[src/rtl/press_sequencer.sv]
// Single-button press sequencer: debounces a push-button, times each press in
// ticks, classifies it as short or long, and emits up to MAX_LEN elements per symbol.
module press_sequencer #(
  parameter int TICK_DIV   = 6510,
  parameter int DEB_CYCLES = 250000,
  parameter int SHORT_MAX  = 3840,
  parameter int LONG_MIN   = 4800,
  parameter int GAP_TICKS  = 7680,
  parameter int MAX_LEN    = 5
) (
  input  logic       clk,
  input  logic       reset,
  input  logic       button,
  input  logic       sym_ready,
  output logic       sym_valid,
  output logic [4:0] sym_bits,
  output logic [2:0] sym_len,
  output logic       sym_err,
  output logic       elem_short,
  output logic       elem_long,
  output logic       btn_db
);

  localparam int PW = (TICK_DIV > 1) ? $clog2(TICK_DIV) : 1;
  localparam int DW = (DEB_CYCLES > 1) ? $clog2(DEB_CYCLES + 1) : 1;

  localparam logic [PW-1:0] TICK_LAST = PW'(TICK_DIV - 1);
  localparam logic [DW-1:0] DEB_LAST  = DW'(DEB_CYCLES - 1);
  localparam logic [13:0]   SHORT_C   = 14'(SHORT_MAX);
  localparam logic [13:0]   LONG_C    = 14'(LONG_MIN);
  localparam logic [13:0]   GAP_C     = 14'(GAP_TICKS);
  localparam logic [13:0]   CNT_MAX   = 14'h3FFF;
  localparam logic [2:0]    MAX_LEN_C = 3'(MAX_LEN);

  typedef enum logic [1:0] {IDLE, PRESS, GAP, EMIT} state_t;
  typedef enum logic [1:0] {CLS_SHORT, CLS_LONG, CLS_AMB} cls_t;

  state_t        state, state_nxt;
  logic          sync0, sync1;
  logic [DW-1:0] deb_cnt;
  logic          btn_prev;
  logic [PW-1:0] pre_cnt;
  logic [13:0]   dur;
  logic [13:0]   gap_cnt;
  logic [2:0]    len;
  logic [4:0]    bits;
  logic          err;

  logic db_rise, db_fall, tick;
  logic clr_dur, clr_gap, do_short, do_long, set_err, accept;
  cls_t cls;

  function automatic cls_t classify(input logic [13:0] d);
    if (d <= SHORT_C)
      return CLS_SHORT;
    else if (d >= LONG_C)
      return CLS_LONG;
    else
      return CLS_AMB;
  endfunction

  // Synchronizer and debouncer; any sample matching btn_db restarts the count
  always_ff @(posedge clk or negedge reset) begin
    if (!reset) begin
      sync0    <= 1'b0;
      sync1    <= 1'b0;
      deb_cnt  <= '0;
      btn_db   <= 1'b0;
      btn_prev <= 1'b0;
    end else begin
      sync0    <= button;
      sync1    <= sync0;
      btn_prev <= btn_db;
      if (sync1 == btn_db)
        deb_cnt <= '0;
      else if (deb_cnt == DEB_LAST) begin
        deb_cnt <= '0;
        btn_db  <= sync1;
      end else
        deb_cnt <= deb_cnt + 1'b1;
    end
  end

  assign db_rise = btn_db & ~btn_prev;
  assign db_fall = ~btn_db & btn_prev;

  // Prescaler restarts on every debounced edge so timing is phase-aligned to it
  always_ff @(posedge clk or negedge reset) begin
    if (!reset)
      pre_cnt <= '0;
    else if (db_rise || db_fall || pre_cnt == TICK_LAST)
      pre_cnt <= '0;
    else
      pre_cnt <= pre_cnt + 1'b1;
  end

  assign tick = (pre_cnt == TICK_LAST) && !(db_rise || db_fall);

  always_ff @(posedge clk or negedge reset) begin
    if (!reset)
      state <= IDLE;
    else
      state <= state_nxt;
  end

  always_comb begin
    state_nxt = state;
    clr_dur   = 1'b0;
    clr_gap   = 1'b0;
    do_short  = 1'b0;
    do_long   = 1'b0;
    set_err   = 1'b0;
    accept    = 1'b0;
    cls       = classify(dur);
    case (state)
      IDLE: begin
        if (db_rise) begin
          state_nxt = PRESS;
          clr_dur   = 1'b1;
        end
      end
      PRESS: begin
        if (db_fall) begin
          state_nxt = GAP;
          clr_gap   = 1'b1;
          case (cls)
            CLS_SHORT: do_short = 1'b1;
            CLS_LONG:  do_long  = 1'b1;
            default:   set_err  = 1'b1;
          endcase
        end
      end
      GAP: begin
        // An expired gap wins over a simultaneous new press
        if (gap_cnt >= GAP_C)
          state_nxt = (len != 3'd0 || err) ? EMIT : IDLE;
        else if (db_rise) begin
          state_nxt = PRESS;
          clr_dur   = 1'b1;
        end
      end
      EMIT: begin
        if (sym_ready) begin
          state_nxt = IDLE;
          accept    = 1'b1;
        end
      end
      default: state_nxt = IDLE;
    endcase
  end

  always_ff @(posedge clk or negedge reset) begin
    if (!reset) begin
      dur        <= '0;
      gap_cnt    <= '0;
      len        <= '0;
      bits       <= '0;
      err        <= 1'b0;
      elem_short <= 1'b0;
      elem_long  <= 1'b0;
    end else begin
      elem_short <= do_short;
      elem_long  <= do_long;

      if (clr_dur)
        dur <= '0;
      else if (state == PRESS && tick && dur != CNT_MAX)
        dur <= dur + 14'd1;

      if (clr_gap)
        gap_cnt <= '0;
      else if (state == GAP && tick && gap_cnt != CNT_MAX)
        gap_cnt <= gap_cnt + 14'd1;

      if (accept) begin
        len  <= '0;
        bits <= '0;
        err  <= 1'b0;
      end else begin
        if (do_short || do_long) begin
          if (len == MAX_LEN_C)
            err <= 1'b1;
          else begin
            bits <= bits | (5'(do_long) << len);
            len  <= len + 3'd1;
          end
        end
        if (set_err)
          err <= 1'b1;
      end
    end
  end

  assign sym_valid = (state == EMIT);
  assign sym_bits  = sym_valid ? bits : 5'd0;
  assign sym_len   = sym_valid ? len  : 3'd0;
  assign sym_err   = sym_valid & err;

endmodule

[config.mk]
export PLATFORM = sky130hd
export DESIGN_NAME = press_sequencer
export DESIGN_NICKNAME = d
export VERILOG_FILES = /design/src/rtl/press_sequencer.sv
export SDC_FILE = /design/constraint.sdc
export NUM_CORES = 1
export LEC_CHECK = 0
export ABC_AREA = 1
export CAP_MARGIN = 20
export CORE_MARGIN = 2
export CORE_UTILIZATION = 36
export DETAILED_ROUTE_END_ITERATION = 8
export SYNTH_ARGS = -nofsm -noshare
export SYNTH_HDL_FRONTEND = slang
export SYNTH_SLANG_ARGS = --single-unit
[constraint.sdc]
create_clock -name clk -period 1.8 [get_ports clk]
set_input_delay 0.36 -clock clk [delete_from_list [all_inputs] [get_ports clk]]
set_output_delay 0.36 -clock clk [all_outputs]
set_load 0.02 [all_outputs]
# [Word-level counts from Yosys, hierarchy flattened]
# Index checks and enable logic that the tools add are counted.
[totals] elab_cells=109 register_bits=76
[classes] reduce_logical=23 bitwise_logic=7 eq_ne=13 add_sub_neg=5 order_cmp=3 shift=1 n_mux=43
[ops] op="14-bit two-way mux" n=4
[ops] op="18-bit two-way mux" n=2
[ops] op="14-bit by 1-bit adder with 14-bit output (second input constant)" n=2
[ops] op="14-bit by 13-bit >= comparator with 1-bit output (second input constant)" n=2
[ops] op="14-bit inequality test (second input constant)" n=2
[ops] op="5-bit two-way mux" n=4
[ops] op="1-bit two-way mux" n=19
[ops] op="18-bit by 1-bit adder with 18-bit output (second input constant)" n=1
[ops] op="18-bit == test (second input constant)" n=1
[ops] op="14-bit by 12-bit <= comparator with 1-bit output (second input constant)" n=1
[ops] op="2-bit two-way mux" n=7
[ops] op="13-bit by 1-bit adder with 13-bit output (second input constant)" n=1
[ops] op="13-bit == test (second input constant)" n=1
[ops] op="13-bit two-way mux" n=1
[ops] op="3-bit two-way mux" n=4
[ops] op="3-bit nonzero test" n=3
[ops] op="2-bit case mux with 4 select lines" n=1
[ops] op="2-bit AND reduction" n=4
[ops] op="2-bit inequality test (second input constant)" n=3
[ops] op="2-bit nonzero test" n=3
[ops] op="1-bit logical AND" n=5
[ops] op="5-bit bitwise OR" n=1
[ops] op="1-bit by 3-bit << shifter with 5-bit output" n=1
[ops] op="2-bit by 1-bit == test with 1-bit output (second input constant)" n=2
[ops] op="other kinds (11)" n=20

# [Depth between registers and ports, before layout]
[logic_depth] depth_word=12 mapped_depth=11

# [Worst setup path before layout]
# No wires, ideal clock.
[synth_timing] path_type="register -> register" start="register btn_db" end="register dur[7]" synth_period_minus_slack_ps=1604 t_required_ps=1682 arrival_time_ps=1486 path_slack_ps=196 setup_time_ps=118 n_path_buf=1 stages_incl_launch_ff=9 path_cell_list="dfrtp_1 > inv_1 > ha_1 > inv_1 > nor2_4 > nand3b_2 > buf_6 > nand3_1 > nand2_1"
[synth_via] elab_chain_cells=8 word_cells_on_any_way=13
[synth_rtl] item="from (decl)" line="21" text="output logic btn_db"
[synth_rtl] item="from (signal assigned)" line="78" text="btn_db <= sync1;"
[synth_rtl] item="parallel branches: the longest is 8 deep, another holds 14-bit two-way mux"
[synth_rtl] item="to (signal assigned)" line="168" text="dur <= dur + 14'd1;"
[synth_rtl] item="to (decl)" line="43" text="logic [13:0] dur;"
# Several ways; the timed one is not identified.
# A chain may end at the register's enable or synchronous reset.

# [Worst setup path after layout]
[layout_timing] start="register state[0]" end="output sym_bits[1]"
[layout_via] elab_chain_cells=2
[layout_rtl] item="from (decl)" line="38" text="state_t state, state_nxt;"
[layout_rtl] item="from (signal assigned)" line="103" text="state <= state_nxt;"
[layout_rtl] item="2-bit == test" line="194" text="assign sym_valid = (state == EMIT);"
[layout_rtl] item="5-bit two-way mux" line="195" text="assign sym_bits = sym_valid ? bits : 5'd0;"
[layout_rtl] item="to (decl)" line="16" text="output logic [4:0] sym_bits,"
# Every way passes these cells.

==> flow_metrics.env <==
export IMPL_status="complete, but fails checks"
export IMPL_violations="negative hold slack"
export IMPL_crit_family="flip-flops"
export IMPL_reg2reg_depth=11
export IMPL_reg2reg_from="pre_cnt[1]"
export IMPL_period_minus_slack_ns=1.71
export IMPL_cp_max_fo=11
export IMPL_pwr_share_comb=0.043
export IMPL_portBuffers=16
export IMPL_crit_chain="nand2_2 -> nor2_1 -> dlygate4sd2_1"
export IMPL_start_util=0.366
export IMPL_gp_congestion=0.861
export IMPL_postSynthAreaPerCell_um2=7.74
export IMPL_drt_iter0_markers=192
export IMPL_p_per_area_nw_per_um2=726
export IMPL_dieArea_um2=13600
export IMPL_drc=0
export IMPL_final_area_um2=5390
export IMPL_final_hold_violation_count=26
export IMPL_multi_input_area_um2=2290
export IMPL_antenna_cells=0
export IMPL_synth_cells=589
export IMPL_ys_warnings_count=0
export IMPL_coreArea_um2=12500
export IMPL_peakVddDrop_uv=494
export IMPL_tightest_slew_ns=0.502
export IMPL_worst_path_buf_inv=1
export IMPL_grt_max_degree=34
export IMPL_syn_area_um2=4560
export IMPL_placedInstanceArea_um2=4990
export IMPL_p_switching_w=0.000847
export IMPL_p_leak_nw=2.54
export IMPL_timing_fmax_mhz=585
export IMPL_hpwl_mm=6.99
export IMPL_grt_antenna_before_repair=0
export IMPL_slew_headroom=0.662
export IMPL_nets=639
export IMPL_hold_ws_ns=-0.00732
export IMPL_r2r_slack_ns=0.11
export IMPL_fin_setup_tns_ns=0
export IMPL_ios=17
export IMPL_fp_dieW_um=117
export IMPL_crit_end="sym_bits[1]"
export IMPL_critical_path_arrival_ns=1.35
export IMPL_cp_startpoint="state[0]"
export IMPL_cts_htree_levels=3
export IMPL_worstSetupStartpointType="flip-flop"
export IMPL_rsz0062_at_grt="yes"
export IMPL_reg2reg_to="gap_cnt[0]"
export IMPL_core_rowCount=41
export IMPL_overflow=0
export IMPL_critPathMaxStageDelay_ns=0.40
export IMPL_ys_ff_latch=76
export IMPL_slew_viol_final=0
export IMPL_synth_nets=605
export IMPL_setup_viol=0
export IMPL_crit_required_ns=1.44
export IMPL_vias=3881
export IMPL_first_global_vias=3780
export IMPL_power_share_switching=0.217
export IMPL_clk_latency_ns=0.34
export IMPL_grt_util_all_layers=0.154
export IMPL_clock_path_buffers=2
export IMPL_p_clk_frac=0.503
export IMPL_fill_cells=1253
export IMPL_wire_per_inst_um=12.1
export IMPL_seq_power_share=0.454
export IMPL_cp_num_cells=3
export IMPL_critPathKind="flip-flop to output port"
export IMPL_setup_ws_ns=0.0894
export IMPL_endpoint_kind="output port"
export IMPL_power_internal_w=0.00306
export IMPL_drt_total_wl_mm=9.64
export IMPL_clkTransAtPathRegs_ns=0.06
export IMPL_clock_sinks=76
export IMPL_grt_pass1_wl_mm=17.0
export IMPL_layout_area_seq_um2=1900
export IMPL_numCtsBuffers=9
export IMPL_postRouteAntennaNets=0
export IMPL_hp_class="input pin to asynchronous set/reset pin"
export IMPL_viasPerCell=4.85
export IMPL_firstDrtPassIters=5
export IMPL_critPathSlowestCell="dfrtp_1"
export IMPL_layout_drive_gt1_share=0.111
export IMPL_clockRootBuffer="clkbuf_16"
export IMPL_pre_cts_ws_ns=0.0479
export IMPL_areaGrowthSynthToFinish_pct=18.2
export IMPL_cts_tree="done"
export IMPL_seq_area_frac_synth=0.417
export IMPL_ys_types=36
export IMPL_drv_cap=0
export IMPL_fin_worst_skew_ns=0.00634
export IMPL_dieHeight_um=117
export IMPL_final_period_utilization=0.950
==> area by class of cell <==
cell class	count	area share
clock inverter	5	0.0158
clock buffer	11	0.0451
sequential	76	0.353
tap	172	0.0400
multi-input combinational	415	0.426
timing repair buffer	34	0.0592
inverter	87	0.0606
==> stage by stage <==
stage / util / hold slack, ns / total power, W / std cells
final: 0.432 / -0.00732 / 0.00391 / 800
after global routing: 0.432 / 0.0217 / 0.00405 / 800
after CTS: 0.426 / 0.00214 / 0.00396 / 799
after detailed placement: 0.400 / 0.337 / 0.00198 / 783
after global placement: 0.400 / 0.335 / 0.00197 / 783
after floorplan: - / 0.0644 / 0.00187 / 589
==> sequential cells by signal, indices dropped and copies added (netlist names), 2 cells and up <==
| register | flops |
|---|---|
| deb_cnt | 18 |
| dur | 14 |
| gap_cnt | 14 |
| pre_cnt | 13 |
| bits | 5 |
| len | 3 |
| state | 2 |
==> cells in the mapped netlist <==
library cell,instances,area (um2)
nand4_2,1,12.5
nand3_2,3,30.0
nor2_4,1,11.3
xnor2_1,2,17.5
nand2_2,4,25.0
o21bai_1,3,22.5
o21ai_1,2,10.0
and3_2,1,7.51
nand2_1,105,394
nor2_1,68,255
clkinv_1,3,11.3
dfrtp_1,76,1900
nor2_2,4,25.0
xor2_1,32,280
nand3b_2,2,22.5
nor3_2,5,50.1
nor3_1,22,110
or2_2,1,6.26
buf_4,2,15.0
inv_1,82,308
o21ai_0,14,70.1
ha_1,12,150
and2_4,1,8.76
nor3b_1,3,22.5
or2_4,1,8.76
nor2b_4,1,13.8
clkbuf_1,1,3.75
nand4_1,12,75.1
nand3_1,85,425
buf_2,3,15.0
a21oi_1,15,75.1
nand3b_1,10,75.1
inv_2,2,7.51
buf_6,5,56.3
o211ai_1,2,15.0
nor4_1,3,18.8
==> layer usage <==
| layer | vias to the layer above | GRT usage | part of all wire |
|---|---|---|---|
| li1 | 1964 | - | - |
| met1 | 1872 | 0.202 | 0.49 |
| met2 | 41 | 0.257 | 0.49 |
| met3 | 4 | 0.0358 | 0.023 |
| met4 | 0 | 0.0413 | 0.0040 |
| met5 | - | 0 | 0 |
==> layout by cell type (no fill, tap or decap), types with 3 or more instances in the layout <==
cell type        count
nand3b_1            10
o21ai_0             14
buf_4               16
xor2_1              32
buf_12               3
nor2_1              68
nor3_2               4
clkbuf_16            9
nor3_1              22
nand4_1             12
clkdlybuf4s50_1      4
nand2_1            102
dfrtp_1             76
nor4_1               3
ha_1                11
nor2_2               4
inv_1               82
dlygate4sd2_1        9
nand3_1             82
a21oi_1             15
nand3_2              5
nand2_2              7
clkinv_1             3
==> power by group through the flow <==
stage	clock network [W]	registers [W]	logic, W
after global routing	0.00208	0.00178	0.000194
final	0.00197	0.00178	0.000167
after CTS	0.00202	0.00178	0.000171
after global placement	0	0.00180	0.000164
after floorplan	0	0.00180	0.0000732
after detailed placement	0	0.00181	0.000171
==> worst min-delay path by stage <==
stage               start           to  slack (ns)  cells after the start
global placement    sync0        sync1        0.34                      0
global route        reset   pre_cnt[0]        0.02                      1
detailed placement  sync0        sync1        0.34                      0
finish              reset       dur[0]      -0.007                      1
floorplan           reset      bits[0]        0.06                      0
CTS                 reset  deb_cnt[17]       0.002                      1
==> cell families (layout without fill, tap and decap cells) <==
logic type,Yosys count,count (layout),share of synthesized area
and+or+nand+nor,333,333,0.351
buffers and inverters,98,137,0.0914
DFF,76,76,0.417
AOI/OAI and AO/OA,36,36,0.0423
xor gates and xnor gates,34,34,0.0653
adders and majority gates,12,12,0.0329
==> timing repair <==
action	CTS	global route
pin swaps	0	1
gates resized for setup	12	13
setup endpoints to repair	11	40
buffers inserted	0	1
hold buffers	0	0
Note: power is estimated with default switching activity, not from simulation.
